**src/rtl/alu_pkg.sv**
```systemverilog
// Shared constants for the ALU and its issue unit: control codes, RV32I opcodes, widths.
package alu_pkg;

  localparam int REG_DATA_WIDTH = 32;
  localparam int CTRL_WIDTH     = 4;

  localparam logic [CTRL_WIDTH-1:0] ALU_ADD  = 4'b0000;
  localparam logic [CTRL_WIDTH-1:0] ALU_SLL  = 4'b0001;
  localparam logic [CTRL_WIDTH-1:0] ALU_SLT  = 4'b0010;
  localparam logic [CTRL_WIDTH-1:0] ALU_SLTU = 4'b0011;
  localparam logic [CTRL_WIDTH-1:0] ALU_XOR  = 4'b0100;
  localparam logic [CTRL_WIDTH-1:0] ALU_SRL  = 4'b0101;
  localparam logic [CTRL_WIDTH-1:0] ALU_OR   = 4'b0110;
  localparam logic [CTRL_WIDTH-1:0] ALU_AND  = 4'b0111;
  localparam logic [CTRL_WIDTH-1:0] ALU_SUB  = 4'b1000;
  localparam logic [CTRL_WIDTH-1:0] ALU_SRA  = 4'b1101;

  localparam logic [6:0] OPC_OP     = 7'b0110011;
  localparam logic [6:0] OPC_OP_IMM = 7'b0010011;
  localparam logic [6:0] OPC_LUI    = 7'b0110111;
  localparam logic [6:0] OPC_AUIPC  = 7'b0010111;

  function automatic logic is_shift(input logic [CTRL_WIDTH-1:0] ctrl);
    return (ctrl == ALU_SLL) || (ctrl == ALU_SRL) || (ctrl == ALU_SRA);
  endfunction

endpackage

```
**src/rtl/alu_issue_if.sv**
```systemverilog
// Input and output valid/ready channels of the ALU issue unit.
interface alu_issue_if;

  logic                                in_valid;
  logic                                in_ready;
  logic [31:0]                         in_instr;
  logic [alu_pkg::REG_DATA_WIDTH-1:0]  in_pc;
  logic [alu_pkg::REG_DATA_WIDTH-1:0]  in_rs1;
  logic [alu_pkg::REG_DATA_WIDTH-1:0]  in_rs2;
  logic                                out_valid;
  logic                                out_ready;
  logic [4:0]                          out_rd;
  logic [alu_pkg::REG_DATA_WIDTH-1:0]  out_result;
  logic                                out_illegal;

  modport master (
    output in_valid, in_instr, in_pc, in_rs1, in_rs2, out_ready,
    input  in_ready, out_valid, out_rd, out_result, out_illegal
  );

  modport slave (
    input  in_valid, in_instr, in_pc, in_rs1, in_rs2, out_ready,
    output in_ready, out_valid, out_rd, out_result, out_illegal
  );

endinterface

```
**src/rtl/ALU.sv**
```systemverilog
// Combinational RV32I integer ALU driven by a 4-bit control code.
module ALU
  import alu_pkg::*;
(
  input  logic [REG_DATA_WIDTH-1:0] din_0,
  input  logic [REG_DATA_WIDTH-1:0] din_1,
  input  logic [CTRL_WIDTH-1:0]     ctrl,
  output logic [REG_DATA_WIDTH-1:0] result
);

  // Operation select
  always_comb begin
    result = '0;
    case (ctrl)
      ALU_ADD:  result = din_0 + din_1;
      ALU_SUB:  result = din_0 - din_1;
      ALU_SLL:  result = din_0 << din_1[4:0];
      ALU_SLT:  result = {{(REG_DATA_WIDTH-1){1'b0}}, ($signed(din_0) < $signed(din_1))};
      ALU_SLTU: result = {{(REG_DATA_WIDTH-1){1'b0}}, (din_0 < din_1)};
      ALU_XOR:  result = din_0 ^ din_1;
      ALU_SRL:  result = din_0 >> din_1[4:0];
      ALU_SRA:  result = $unsigned($signed(din_0) >>> din_1[4:0]);
      ALU_OR:   result = din_0 | din_1;
      ALU_AND:  result = din_0 & din_1;
      default:  result = '0;
    endcase
  end

endmodule

```
**src/rtl/alu_issue.sv**
```systemverilog
// Execute-stage issue unit: decodes OP/OP-IMM/LUI/AUIPC, registers the ALU inputs (S1)
// and the ALU result (S2), with valid/ready handshakes on both sides.
module alu_issue
  import alu_pkg::*;
(
  input  logic        clk,
  input  logic        reset,
  alu_issue_if.slave  bus
);

  logic [6:0] opcode;
  logic [2:0] funct3;
  logic [6:0] funct7;
  logic [REG_DATA_WIDTH-1:0] imm_i, imm_u;

  assign opcode = bus.in_instr[6:0];
  assign funct3 = bus.in_instr[14:12];
  assign funct7 = bus.in_instr[31:25];
  assign imm_i  = {{20{bus.in_instr[31]}}, bus.in_instr[31:20]};
  assign imm_u  = {bus.in_instr[31:12], 12'h000};

  logic [CTRL_WIDTH-1:0]     dec_ctrl;
  logic [REG_DATA_WIDTH-1:0] dec_din0, dec_din1;
  logic                      dec_illegal;

  // Instruction decode into ALU control and operand pair
  always_comb begin
    dec_ctrl    = ALU_ADD;
    dec_din0    = '0;
    dec_din1    = '0;
    dec_illegal = 1'b1;
    case (opcode)
      OPC_OP: begin
        dec_din0 = bus.in_rs1;
        dec_din1 = bus.in_rs2;
        dec_ctrl = {funct7[5], funct3};
        if ((funct7 == 7'b0000000) ||
            ((funct7 == 7'b0100000) && ((funct3 == 3'b000) || (funct3 == 3'b101)))) begin
          dec_illegal = 1'b0;
        end else begin
          dec_illegal = 1'b1;
        end
      end
      OPC_OP_IMM: begin
        dec_din0 = bus.in_rs1;
        dec_din1 = imm_i;
        if (funct3 == 3'b101) begin
          dec_ctrl    = bus.in_instr[30] ? ALU_SRA : ALU_SRL;
          dec_illegal = !((funct7 == 7'b0000000) || (funct7 == 7'b0100000));
        end else if (funct3 == 3'b001) begin
          dec_ctrl    = ALU_SLL;
          dec_illegal = (funct7 != 7'b0000000);
        end else begin
          dec_ctrl    = {1'b0, funct3};
          dec_illegal = 1'b0;
        end
      end
      OPC_LUI: begin
        dec_din1    = imm_u;
        dec_illegal = 1'b0;
      end
      OPC_AUIPC: begin
        dec_din0    = bus.in_pc;
        dec_din1    = imm_u;
        dec_illegal = 1'b0;
      end
      default: begin
        dec_illegal = 1'b1;
      end
    endcase
    // Illegal forms reach the ALU as ADD 0+0; shift amounts never exceed 31
    if (dec_illegal) begin
      dec_ctrl = ALU_ADD;
      dec_din0 = '0;
      dec_din1 = '0;
    end else if (is_shift(dec_ctrl)) begin
      dec_din1 = {27'b0, dec_din1[4:0]};
    end else begin
      dec_din1 = dec_din1;
    end
  end

  logic                      v1_q, v1_d;
  logic [CTRL_WIDTH-1:0]     ctrl_q, ctrl_d;
  logic [REG_DATA_WIDTH-1:0] din0_q, din0_d, din1_q, din1_d;
  logic [4:0]                rd1_q, rd1_d;
  logic                      ill1_q, ill1_d;
  logic                      ov_q, ov_d;
  logic [REG_DATA_WIDTH-1:0] res_q, res_d;
  logic [4:0]                ord_q, ord_d;
  logic                      oill_q, oill_d;
  logic [REG_DATA_WIDTH-1:0] alu_result;
  logic                      adv2, in_ready_s;

  ALU u_alu (
    .din_0  (din0_q),
    .din_1  (din1_q),
    .ctrl   (ctrl_q),
    .result (alu_result)
  );

  assign adv2       = !ov_q || bus.out_ready;
  assign in_ready_s = !reset && (!v1_q || adv2);

  // Next state of the issue (S1) and output (S2) stages
  always_comb begin
    v1_d   = v1_q;
    ctrl_d = ctrl_q;
    din0_d = din0_q;
    din1_d = din1_q;
    rd1_d  = rd1_q;
    ill1_d = ill1_q;
    ov_d   = ov_q;
    res_d  = res_q;
    ord_d  = ord_q;
    oill_d = oill_q;
    if (in_ready_s) begin
      v1_d = bus.in_valid;
      if (bus.in_valid) begin
        ctrl_d = dec_ctrl;
        din0_d = dec_din0;
        din1_d = dec_din1;
        rd1_d  = bus.in_instr[11:7];
        ill1_d = dec_illegal;
      end else begin
        ctrl_d = ctrl_q;
      end
    end else begin
      v1_d = v1_q;
    end
    if (adv2) begin
      ov_d = v1_q;
      if (v1_q) begin
        res_d  = ill1_q ? '0 : alu_result;
        ord_d  = rd1_q;
        oill_d = ill1_q;
      end else begin
        res_d = res_q;
      end
    end else begin
      ov_d = ov_q;
    end
  end

  // Stage registers with synchronous flush
  always_ff @(posedge clk) begin
    if (reset) begin
      v1_q   <= 1'b0;
      ctrl_q <= ALU_ADD;
      din0_q <= '0;
      din1_q <= '0;
      rd1_q  <= 5'd0;
      ill1_q <= 1'b0;
      ov_q   <= 1'b0;
      res_q  <= '0;
      ord_q  <= 5'd0;
      oill_q <= 1'b0;
    end else begin
      v1_q   <= v1_d;
      ctrl_q <= ctrl_d;
      din0_q <= din0_d;
      din1_q <= din1_d;
      rd1_q  <= rd1_d;
      ill1_q <= ill1_d;
      ov_q   <= ov_d;
      res_q  <= res_d;
      ord_q  <= ord_d;
      oill_q <= oill_d;
    end
  end

  assign bus.in_ready    = in_ready_s;
  assign bus.out_valid   = ov_q;
  assign bus.out_result  = res_q;
  assign bus.out_rd      = ord_q;
  assign bus.out_illegal = oill_q;

endmodule

```
**src/flat_wrapper.sv**
```systemverilog
// flat-port wrapper written by rule: the top's interface ports become plain ports
module alu_issue_flat import alu_pkg::*;
  (clk, reset, bus_in_valid, bus_in_instr, bus_in_pc, bus_in_rs1, bus_in_rs2, bus_out_ready, bus_in_ready, bus_out_valid, bus_out_rd, bus_out_result, bus_out_illegal);
  alu_issue_if bus_i ();
  input  logic clk;
  input  logic reset;
  input wire logic [$bits(bus_i.in_valid)-1:0] bus_in_valid;
  input wire logic [$bits(bus_i.in_instr)-1:0] bus_in_instr;
  input wire logic [$bits(bus_i.in_pc)-1:0] bus_in_pc;
  input wire logic [$bits(bus_i.in_rs1)-1:0] bus_in_rs1;
  input wire logic [$bits(bus_i.in_rs2)-1:0] bus_in_rs2;
  input wire logic [$bits(bus_i.out_ready)-1:0] bus_out_ready;
  output wire logic [$bits(bus_i.in_ready)-1:0] bus_in_ready;
  output wire logic [$bits(bus_i.out_valid)-1:0] bus_out_valid;
  output wire logic [$bits(bus_i.out_rd)-1:0] bus_out_rd;
  output wire logic [$bits(bus_i.out_result)-1:0] bus_out_result;
  output wire logic [$bits(bus_i.out_illegal)-1:0] bus_out_illegal;
  assign bus_i.in_valid = bus_in_valid;
  assign bus_i.in_instr = bus_in_instr;
  assign bus_i.in_pc = bus_in_pc;
  assign bus_i.in_rs1 = bus_in_rs1;
  assign bus_i.in_rs2 = bus_in_rs2;
  assign bus_i.out_ready = bus_out_ready;
  assign bus_in_ready = bus_i.in_ready;
  assign bus_out_valid = bus_i.out_valid;
  assign bus_out_rd = bus_i.out_rd;
  assign bus_out_result = bus_i.out_result;
  assign bus_out_illegal = bus_i.out_illegal;
  alu_issue u_core (.clk(clk), .reset(reset), .bus(bus_i));
endmodule
```
**config.mk**
```make
export PLATFORM = sky130hd
export DESIGN_NAME = alu_issue_flat
export DESIGN_NICKNAME = d
export VERILOG_FILES = /design/src/rtl/alu_pkg.sv /design/src/rtl/alu_issue_if.sv /design/src/rtl/ALU.sv /design/src/rtl/alu_issue.sv /design/src/flat_wrapper.sv
export SDC_FILE = /design/constraint.sdc
export NUM_CORES = 1
export LEC_CHECK = 0
export ABC_CLOCK_PERIOD_IN_PS = 6970
export CORE_AREA = 4 4 138 206
export CTS_CLUSTER_DIAMETER = 80
export CTS_CLUSTER_SIZE = 20
export DETAILED_ROUTE_END_ITERATION = 8
export DIE_AREA = 0 0 142 210
export PLACE_DENSITY_LB_ADDON = 0.15
export SLEW_MARGIN = 20
export SYNTH_ARGS = -nofsm -noshare
export SYNTH_HDL_FRONTEND = slang
export SYNTH_SLANG_ARGS = --single-unit
```
**constraint.sdc**
```tcl
create_clock -name clk -period 6.97 [get_ports clk]
set_clock_uncertainty 0.15 [all_clocks]
set_input_delay 1.394 -clock clk [delete_from_list [all_inputs] [get_ports clk]]
set_output_delay 1.394 -clock clk [all_outputs]
set_load 0.01 [all_outputs]
```
==> implementation parameters, run 1 <==
Parameter                              Value

Global routing
  Overflow left after global routing ... 0
  Maximum number of pins on one net before global-route repair ... 90
  Gr busiest metal ... met2
  Antenna violations before repair ... 1
  Global-route track usage on met1 ... 47.1%
  Overall routing resource usage ... 38.5%
  Met3 track utilization from global routing ... under 10%
  Wire length of the first global-routing pass ... 88,000 um
  Vias in the first global route ... 14.3k
  Fraction of met2 tracks used by global routing ... around three fifths

Clock tree
  Largest buffer count on any clock path ... 2
  Cts bufs inserted ... 17
  TritonCTS clock tree ... built
  Number of post-CTS setup repair buffers ... 0
  Clock Sink Count ... approximately 110
  Post-CTS Hold Fix Bufs ... 0
  H-tree lvl count ... 4
  Source-to-sink clock delay at the later pin of the worst-skew pair ... ~0.44 ns
  Count of instances resized after the clock tree is built ... 0
  Clock transition at the registers of the reported paths ... ~0.07 ns
  Clock Root Buffer ... clkbuf_16

Drt
  Via count ... between 10k and 15k
  Number of remaining DRC errors ... 0
  DRC violation total after the first TritonRoute iteration ... 1,884
  ANT nets after route ... 0
  Via-per-instance ratio ... around 6.9
  First-pass iteration count of the detailed router ... 9
  Routed WL ... 59,400 um
  Routed length per placed instance ... between 20 and 30 um

Synth
  Primary flip-flop cell chosen by synthesis mapping ... dfxtp_1
  Yosys cell types ... 80
  Synth async-reset ratio ... 0%
  Most frequent cells after synthesis ... nor2_1 (239), a21oi_1 (146), nand2_1 (135)
  Cell area after synthesis ... 13,100 sq um
  Post-Synthesis Net Count ... 1,969
  Number of enable flip-flop cells after synthesis ... 0
  Count leader, synth ... nor2_1
  Largest cells by area after synthesis ... dfxtp_1 (17%), ha_1 (9.6%), mux4_2 (7.9%), nor2_1 (6.9%), a21oi_1 (5.6%)
  Register area share after synthesis ... 17.4%
  Synth Register Bits ... 114
  Synth Instances ... roughly 1.7k
  Syn_area_per_cell ... approximately 7.5 sq um
  Count of yosys warnings during synthesis ... 0
  Top cell type by total area after synthesis ... dfxtp_1
  Share of the synthesized area in the top cell type ... 17.4%

Critical path
  FF-to-FF Start ... u_core.din0_q[7]$_SDFFE_PP0P_
  Required time at the endpoint of the critical path ... 7.11 ns
  Chain of cells forming the critical path ... inv_1, ha_1, inv_1, a21oi_1, o41ai_1, o2111ai_1, a311oi_1, nor2_1, xnor2_1, a211oi_1, a221oi_1
  Critical path type ... flop to flop
  CP Launch Type ... flop
  Count of buffering cells on the critical path with inverters included ... 2
  Data arrival at the endpoint of the critical path ... between 4 and 5 ns
  Maximum net fanout on the critical path ... 13
  Top cell family by delay on the critical path ... compound AO/OA/AOI/OAI gates
  CP peak stage delay ... 0.90 ns
  CP endpoint kind ... flop
  Worst setup path start ... u_core.din0_q[7]$_SDFFE_PP0P_
  Most frequent cell on the critical path ... inv_1
  Cell at the slowest stage of the critical path ... o41ai_1

Die
  Count of pins on the block boundary ... 172
  Starting utilization of the core area ... 49.2%
  Number of cell rows ... 73
  Height of the die ... 210 um
  Width of the die ... 142 um
  Die area ... slightly below 30,000 sq um
  Core ar. ... approximately 27,000 sq um

STA
  Final-layout setup total negative slack ... 0 ns
  Part of the cycle the worst path needs ... 69.7%
  Time the worst path needs with I/O delays and setup ... approximately 4.9 ns
  Pins Over Slew Limit ... 0
  Final setup fails ... 0
  Achievable Freq ... a little over 200 MHz
  Unrepaired setup endpoints after global routing ... false
  Fin. Hold Viols ... 0
  Worst slew margin ... 25.5%
  Least-Margin Pin Slew ... between 1 and 1.5 ns

Pwr
  Part of the power in combinational logic ... 9.7%
  Peak ir drop on the vdd network ... 159 uV
  Part of the total power dissipated in the clock network ... 53.5%
  Net Sw Frac ... 26.3%
  Flop pwr share ... 36.8%
  Switching power ... 0.473 mW
  Power Dens Cells ... about 120 nW/um^2
  Static Leakage ... 5.54 nW
  Internal ... roughly 1.3 mW

Place
  Routability congestion estimate ... roughly 1.1
  Placed wire-length estimate after detailed placement ... between 40,000 and 50,000 um
  Number of port buffers ... 171

Finish
  Fraction of layout instances using a drive strength above 1 ... roughly a tenth
  Core occupancy in the finished layout ... 58.7%
  Final nets ... 2,057
  Area added between synthesis and finish ... 19.3%

Status
  Outcome ... finished, final reports clean

Min path
  Origin of the worst min-delay path ... u_core.bus.out_result[7]$_SDFFE_PP0P_
  Worst min-delay path class ... flop to flop

Run
  Max-Cap Viols ... 0
## per-layer routing
metal | share of wire, % | wire, um
met2 | 46 | 27200
met3 | 10 | 5990
met4 | 7.7 | 4590
met1 | 36 | 21500
met5 | 0.022 | 13
## worst register-to-register path, stage by stage (launching register included)
cell and delay (ns):
dfxtp_1 0.67, inv_1 0.17, ha_1 0.43, inv_1 0.23, a21oi_1 0.12, o41ai_1 0.90
o2111ai_1 0.34, a311oi_1 0.80, nor2_1 0.19, xnor2_1 0.20, a211oi_1 0.38, a221oi_1 0.13
## worst paths after layout
path	to	slack, ns	cells after the start
max	u_core.bus.out_result[24]$_SDFFE_PP0P_	2.11	11
min	u_core.bus.out_result[7]$_SDFFE_PP0P_	0.30	2
max reg2reg	u_core.bus.out_result[24]$_SDFFE_PP0P_	2.11	11
min reg2reg	u_core.bus.out_result[7]$_SDFFE_PP0P_	0.30	2
## cell type report
type / instances / area (sq um)
multi-input combinational: 1376 / 9900
sequential: 114 / 2290
clock inverter: 15 / 193
inverter: 108 / 405
timing repair buffer: 206 / 1970
tap: 337 / 422
fill: 2434 / 11000
clock buffer: 17 / 425
antenna: 1 / 2.50
## logic make-up after synthesis
family	Yosys count	share of synthesized area [%]
AOI/OAI and AO/OA	583	30.5
xor gates and xnor gates	29	1.94
adders and majority gates	102	9.87
buffers and inverters	245	7.45
DFF	114	17.4
muxes	122	14.3
and+or+nand+nor	540	18.5
## sequential cells by signal (all words and copies together), names as in the netlist
signal / count
u_core.bus.out_illegal: 1
u_core.bus.out_valid: 1
u_core.bus.out_result: 32
u_core.din1_q: 32
u_core.ill1_q: 1
u_core.ctrl_q: 4
u_core.rd1_q: 5
u_core.din0_q: 32
u_core.v1_q: 1
u_core.bus.out_rd: 5
## layout by cell type (no fill, tap or decap), types with 18 or more instances in the layout
cell,n
mux2_2,30
a211oi_1,37
a222oi_1,34
inv_1,102
nor3_1,35
mux2i_1,40
o211ai_1,18
buf_4,36
xnor2_1,27
a22oi_1,32
dfxtp_1,110
a31oi_1,29
a21oi_1,146
nand3_1,24
a221oi_1,42
o21ai_0,95
clkdlybuf4s50_1,170
nand2_1,134
nor2_1,237
mux4_2,46
ha_1,100
## power by group through the flow
| stage | registers (mW) | clock network, mW | logic (mW) |
|---|---|---|---|
| 6_report | 0.661 | 0.961 | 0.174 |
| 5_1_grt | 0.661 | 0.989 | 0.182 |
| 4_1_cts | 0.660 | 0.966 | 0.170 |
| 3_5_place_dp | 0.675 | 0 | 0.169 |
| 3_3_place_gp | 0.675 | 0 | 0.168 |
| 2_1_floorplan | 0.675 | 0 | 0.0617 |
## metrics by stage
step                      hold WS, ns  cells  area (sq um)  setup WS (ns)  total power, mW
after global routing            0.321   2173         15600           2.16             1.83
final                           0.300   2174         15600           2.11             1.80
after detailed placement        0.293   2141         15000           2.37            0.844
after floorplan                 0.282   1735         13100           2.99            0.736
after global placement          0.284   2141         15000           2.49            0.842
after CTS                       0.306   2173         15600           2.44             1.80
No activity file was read; power rests on OpenSTA's default activity.
==> run 2, diff against run 1 <==
--- a/config.mk
+++ b/config.mk
@@ -5,7 +5,7 @@
 export SDC_FILE = /design/constraint.sdc
 export NUM_CORES = 1
 export LEC_CHECK = 0
-export ABC_CLOCK_PERIOD_IN_PS = 6970
+export ABC_CLOCK_PERIOD_IN_PS = 4200
 export CORE_AREA = 4 4 138 206
 export CTS_CLUSTER_DIAMETER = 80
 export CTS_CLUSTER_SIZE = 20
==> constraint.sdc (replaced) <==
create_clock -name clk -period 4.2 [get_ports clk]
set_clock_uncertainty 0.15 [all_clocks]
set_input_delay 0.84 -clock clk [delete_from_list [all_inputs] [get_ports clk]]
set_output_delay 0.84 -clock clk [all_outputs]
set_load 0.01 [all_outputs]
==> run 2 against run 1 <==
Worst hold slack better by 0.0049 ns; global-route usage up 1.5 points; largest cell class unchanged; clock power up 50%; worst setup slack worse by 1.8 ns; combinational power up 72%; maximum frequency up 23%; non-clock buffer count up 67; highest routed layer is now met4; sequential power up 66%.
==> implementation parameters, run 2 (synthesis results as in run 1) <==
Parameter                              Value

Critical path
  Cell at the slowest stage of the critical path ... a221oi_1
  Maximum net fanout on the critical path ... 4
  CP Launch Type ... flop
  Required time at the endpoint of the critical path ... between 4 and 5 ns
  Data arrival at the endpoint of the critical path ... a little over 4 ns
  Chain of cells forming the critical path ... clkinv_1, ha_1, a211oi_1, o21ai_0, a31oi_1, o221ai_1, a211o_1, a221oi_1, o211a_1, o21ai_0, a211oi_1
  CP peak stage delay ... 0.58 ns
  CP endpoint kind ... flop
  Count of buffering cells on the critical path with inverters included ... 1
  Top cell family by delay on the critical path ... compound AO/OA/AOI/OAI gates
  Critical path type ... flop to flop

STA
  Achievable Freq ... around 250 MHz
  Unrepaired setup endpoints after global routing ... false
  Part of the cycle the worst path needs ... 93.7%
  Least-Margin Pin Slew ... 0.921 ns
  Time the worst path needs with I/O delays and setup ... about 3.9 ns
  Fin. Hold Viols ... 0
  Final-layout setup total negative slack ... 0 ns
  Worst slew margin ... between 30% and 40%
  Pins Over Slew Limit ... 0
  Final setup fails ... 0

Global routing
  Overflow left after global routing ... 0
  Overall routing resource usage ... 40.0%
  Vias in the first global route ... 14.6k
  Maximum number of pins on one net before global-route repair ... 85
  Wire length of the first global-routing pass ... 90,500 um
  Antenna violations before repair ... 0

Place
  Routability congestion estimate ... 1.08
  Number of port buffers ... ~170
  Placed wire-length estimate after detailed placement ... 48,800 um

Pwr
  Static Leakage ... around 5.8 nW
  Power Dens Cells ... roughly 180 nW/um^2
  Peak ir drop on the vdd network ... 293 uV

Die
  Core ar. ... about 27,000 sq um
  Count of pins on the block boundary ... around 170
  Die area ... 29,800 sq um
  Number of cell rows ... 73
  Starting utilization of the core area ... 49.2%
  Width of the die ... 142 um
  Height of the die ... between 200 and 250 um

Drt
  Routed length per placed instance ... 27.6 um
  Routed WL ... 61,700 um
  First-pass iteration count of the detailed router ... 8
  DRC violation total after the first TritonRoute iteration ... 2,163
  Number of remaining DRC errors ... 0
  Via count ... 15.5k
  Via-per-instance ratio ... 6.90
  ANT nets after route ... 0

Finish
  Number of antenna repair diodes ... 0
  Core occupancy in the finished layout ... 60.5%
  Final nets ... 2,124
  Fraction of layout instances using a drive strength above 1 ... 12.4%
  Commonest non-fill, non-tap cells in the layout ... nor2_1 (239), clkdlybuf4s50_1 (170), a21oi_1 (146)
  Most common cell after layout, fill and taps aside ... nor2_1
  Area added between synthesis and finish ... 22.9%

Clock tree
  Count of instances resized after the clock tree is built ... 0
  Clock Sink Count ... 114
  Post-CTS Hold Fix Bufs ... 0
  Number of post-CTS setup repair buffers ... 0
  Source-to-sink clock delay at the later pin of the worst-skew pair ... 0.45 ns
  TritonCTS clock tree ... built
  H-tree lvl count ... 4
  Cts bufs inserted ... 17
  Largest buffer count on any clock path ... 2
  Clock transition at the registers of the reported paths ... ~0.060 ns
  Clock Root Buffer ... clkbuf_16

Run
  Max-Cap Viols ... 0

Min path
  Worst min-delay path class ... flop to flop

Status
  Outcome ... finished, final reports clean
run 2: layer usage:
layer	vias up	share of wire, %	track usage, %
met3	258	10	6.85
met2	1088	46	64.1
li1	6811	-	-
met5	-	0	0
met4	0	8.0	26.2
met1	7297	36	49.3
run 2: metrics by stage:
| stage | instances | instance area (sq um) | hold WS, ns | worst slack (ns) | power (mW) |
|---|---|---|---|---|---|
| 2_1_floorplan | 1735 | 13100 | 0.282 | 0.217 | 1.22 |
| 3_3_place_gp | 2208 | 15500 | 0.286 | 0.545 | 1.41 |
| 3_5_place_dp | 2208 | 15500 | 0.297 | 0.500 | 1.41 |
| 4_1_cts | 2239 | 16100 | 0.306 | 0.440 | 2.83 |
| 5_1_grt | 2239 | 16100 | 0.326 | 0.131 | 2.89 |
| 6_report | 2239 | 16100 | 0.305 | 0.265 | 2.83 |
run 2: cell type report:
type / count / area, sq um
inverters: 108 / 405
clock buffers: 17 / 425
repair buffers: 273 / 2520
flip-flops and latches: 114 / 2290
multi-input cells: 1376 / 9870
fillers: 2465 / 10500
clock inverters: 14 / 134
well taps: 337 / 422
run 2: worst paths after layout:
| kind | startpoint | cells after the start | end | slack (ns) |
|---|---|---|---|---|
| max | u_core.din1_q[1]$_SDFFE_PP0P_ | 11 | u_core.bus.out_result[31]$_SDFFE_PP0P_ | 0.26 |
| min | u_core.bus.out_rd[1]$_SDFFE_PP0P_ | 2 | u_core.bus.out_rd[1]$_SDFFE_PP0P_ | 0.31 |
| max reg2reg | u_core.din1_q[1]$_SDFFE_PP0P_ | 11 | u_core.bus.out_result[31]$_SDFFE_PP0P_ | 0.26 |
| min reg2reg | u_core.bus.out_rd[1]$_SDFFE_PP0P_ | 2 | u_core.bus.out_rd[1]$_SDFFE_PP0P_ | 0.31 |
run 2: tightest hold or removal path, delay by kind of cell, from the launching register on:
kind	cells	cell delay, ns
compound gates	1	0.05
simple gates	1	0.05
flops	1	0.31
run 2: where the power goes:
group | total [mW] | internal (mW) | leakage [nW] | switching, mW
sequential | 1.10 | 1.09 | 0.923 | 0.00661
clock | 1.44 | 0.816 | 0.259 | 0.623
combinational | 0.300 | 0.160 | 4.67 | 0.140
total | 2.83 | 2.06 | 5.85 | 0.769
==> edit, RTL diff (settings of run 2) <==
`din0_q`, `din1_q`, `rd1_q` and `res_q` no longer have a reset.
--- a/src/rtl/alu_issue.sv
+++ b/src/rtl/alu_issue.sv
@@ -148,10 +148,6 @@
       v1_q   <= 1'b0;
       ctrl_q <= ALU_ADD;
-      din0_q <= '0;
-      din1_q <= '0;
-      rd1_q  <= 5'd0;
       ill1_q <= 1'b0;
       ov_q   <= 1'b0;
-      res_q  <= '0;
       ord_q  <= 5'd0;
       oill_q <= 1'b0;
@@ -159,13 +155,16 @@
       v1_q   <= v1_d;
       ctrl_q <= ctrl_d;
-      din0_q <= din0_d;
-      din1_q <= din1_d;
-      rd1_q  <= rd1_d;
       ill1_q <= ill1_d;
       ov_q   <= ov_d;
-      res_q  <= res_d;
       ord_q  <= ord_d;
       oill_q <= oill_d;
     end
+  end
+
+  always_ff @(posedge clk) begin
+    din0_q <= din0_d;
+    din1_q <= din1_d;
+    rd1_q  <= rd1_d;
+    res_q  <= res_d;
   end
 
Function: differs if reset is asserted again (counterexample within 4 cycles, from zero or initial values and one cycle with reset high); with reset held inactive, the same outputs for 4 cycles.
==> edit against run 2 <==
- design area down 1.7%
- sequential cell count unchanged
- synthesized area decreased by 0.45%
- non-clock buffer count shrank 24
- first-iteration DRC count down 25%
- routed wire length shrank 9.6%
- count of clock-buffer cells in the layout unchanged
- setup slack better by 0.15 ns
- worst hold slack got worse by 0.0012 ns
- power up 19%
- sequential share of layout area grew 6.6 points
- critical path type unchanged
- critical endpoint is now u_core.bus.out_result[22]$_SDFFCE_PP0P_
==> edit: results (changes against run 2) <==
The run finished with clean final reports. The fraction of the mapped netlist area in adder cells is 9.63% (-0.24 points). The worst-case hold path end point is u_core.bus.out_rd[2]$_SDFFE_PP0P_. The average wire length per cell after detail routing is 25.9 um (-5.9%). In the post-synthesis netlist, the biggest area contributors are sky130_fd_sc_hd__edfxtp_1 (23%), sky130_fd_sc_hd__ha_1 (9.3%), sky130_fd_sc_hd__nor2_1 (7.8%), sky130_fd_sc_hd__a21oi_1 (6.3%), sky130_fd_sc_hd__mux2i_1 (4.8%). The warning count from the yosys run came out at 0 (unchanged). The number of iterations in the first detailed-routing pass came to 6 (-2). The cell at the slowest stage of the critical path is sky130_fd_sc_hd__edfxtp_1. The endpoint arrival time on the critical path came out at 3.83 ns (-0.31 ns).

The slew at the pin closest to its max-slew limit is 0.949 ns (+0.0277 ns). The slack of the worst reg-to-reg path was 0.42 ns (+0.15 ns). The fraction of final layout cells with drive strength greater than 1 came to 10.1% (-2.3 points). In this run the critical register-to-register path is launched from u_core.din1_q[1]$_SDFFCE_PN0P_. The delay of the slowest cell on the worst path is 0.49 ns (-0.09 ns). The endpoint of the worst register-to-register path is u_core.bus.out_result[22]$_SDFFCE_PP0P_. The sequential area share after synthesis came to 25.3% (+7.8 points). The total number of nets in the final design is 2033 (-4.3%). The highest ir drop seen on vdd came out at 0.000291 V (-0.83%). The switching share of total power came out at 28.0% (+0.85 points). The via count of the first global-routing pass came out at 13500 (-7.5%). The worst hold path cell count is 2 (unchanged). In the synthesized netlist, the cells that appear most often are sky130_fd_sc_hd__nor2_1 (269), sky130_fd_sc_hd__a21oi_1 (163), sky130_fd_sc_hd__nand2_1 (123). The worst slack at placement is 0.520 ns (+0.0202 ns). The distinct cell type count of the synthesized netlist is 88 (+10%). The number of DRC markers after the initial detailed-route iteration came out at 1631 (-25%).

The pin count of the biggest net entering global routing came out at 57 (-33%). The detailed placement HPWL is 44600 um (-8.4%). The compound-cell area share of the yosys netlist was 29.1% (-1.3 points). The number of synthesized flops with an enable pin is 101 (+101). The overall routing resource usage is 36.5% (-3.6 points). The port buffer count is 171 (unchanged).

The worst hold path begins at u_core.bus.out_rd[2]$_SDFFE_PP0P_. The mux contribution to synthesized area is 8.74% (-5.5 points). The number of antenna violations at the first check in global routing came out at 1 (+1). The net count of the mapped netlist came out at 1894 (-3.8%).

The total vias in the final route came out at 14200 (-8.2%). The maximum fanout encountered on the critical timing path is 16 (+12). The fraction of synthesized cell area in xor and xnor cells is 1.48% (-0.46 points).

The number of filler cells placed in the layout came out at 2462 (-0.12%). The weighted congestion reported at the end of routability-driven placement came out at 1.08 (-0.35%). The cell leakage power came out at 0.00593 uW (+1.3%). The wire length of the first global-routing pass came out at 82300 um (-9.1%).
edit: layout make-up:
| cell class | count | area, um^2 | area share (%) |
|---|---|---|---|
| Multi-Input combinational cell | 1315 | 8780 | 55.6 |
| Sequential cell | 114 | 3290 | 20.8 |
| Timing Repair Buffer | 249 | 2310 | 14.6 |
| Clock buffer | 17 | 425 | 2.69 |
| Tap cell | 337 | 422 | 2.67 |
| Inverter | 105 | 394 | 2.49 |
| Clock inverter | 15 | 173 | 1.09 |
edit: worst max path at each step:
stage	start	slack, ns	to	cells past startpoint
6_report	u_core.din1_q[1]$_SDFFCE_PN0P_	0.42	u_core.bus.out_result[22]$_SDFFCE_PP0P_	11
5_1_grt	u_core.din1_q[1]$_SDFFCE_PN0P_	0.13	u_core.bus.out_result[22]$_SDFFCE_PP0P_	11
4_1_cts	u_core.din1_q[1]$_SDFFCE_PN0P_	0.50	u_core.bus.out_result[29]$_SDFFCE_PP0P_	11
3_5_place_dp	u_core.din1_q[1]$_SDFFCE_PN0P_	0.52	u_core.bus.out_result[29]$_SDFFCE_PP0P_	11
3_3_place_gp	u_core.din1_q[14]$_SDFFCE_PP0P_	0.56	u_core.bus.out_result[25]$_SDFFCE_PP0P_	11
2_1_floorplan	u_core.din1_q[1]$_SDFFCE_PN0P_	0.50	u_core.bus.out_result[29]$_SDFFCE_PP0P_	14
edit: metrics by stage:
stage	instances	total power, uW	instance area, um^2	hold WS, ns
3_3_place_gp	2120	1860	15200	0.294
2_1_floorplan	1663	1580	13000	0.305
3_5_place_dp	2120	1870	15200	0.298
5_1_grt	2152	3460	15800	0.319
4_1_cts	2152	3380	15800	0.306
6_report	2152	3370	15800	0.304
edit: cells by family after synthesis:
logic type / after synthesis
fa+ha+maj: 99
buf+inv: 234
mux: 97
xor+xnor: 22
simple gates: 536
compound gates: 561
flops: 114
edit: power groups by stage:
stage	registers, uW	clock network, uW	logic (uW)
2_1_floorplan	1320	0	267
6_report	1290	1510	564
3_3_place_gp	1310	0	551
3_5_place_dp	1310	0	555
4_1_cts	1290	1530	557
5_1_grt	1290	1570	600
edit: critical path, delay by kind of cell, from the launching register on:
| family | cells | cell delay, ns |
|---|---|---|
| flip-flops | 1 | 0.49 |
| adder cells (fa/ha/maj) | 1 | 0.28 |
| buffers and inverters | 1 | 0.31 |
| AO/OA/AOI/OAI | 6 | 1.65 |
| AND/OR/NAND/NOR | 3 | 0.64 |
edit: layer usage:
metal | GRT usage [%] | vias to the layer above | share of wire, %
li1 | - | 6420 | -
met1 | 43.8 | 6668 | 36
met2 | 61.2 | 892 | 48
met3 | 6.72 | 203 | 9.6
met4 | 20.2 | 0 | 6.7
met5 | 0 | - | 0
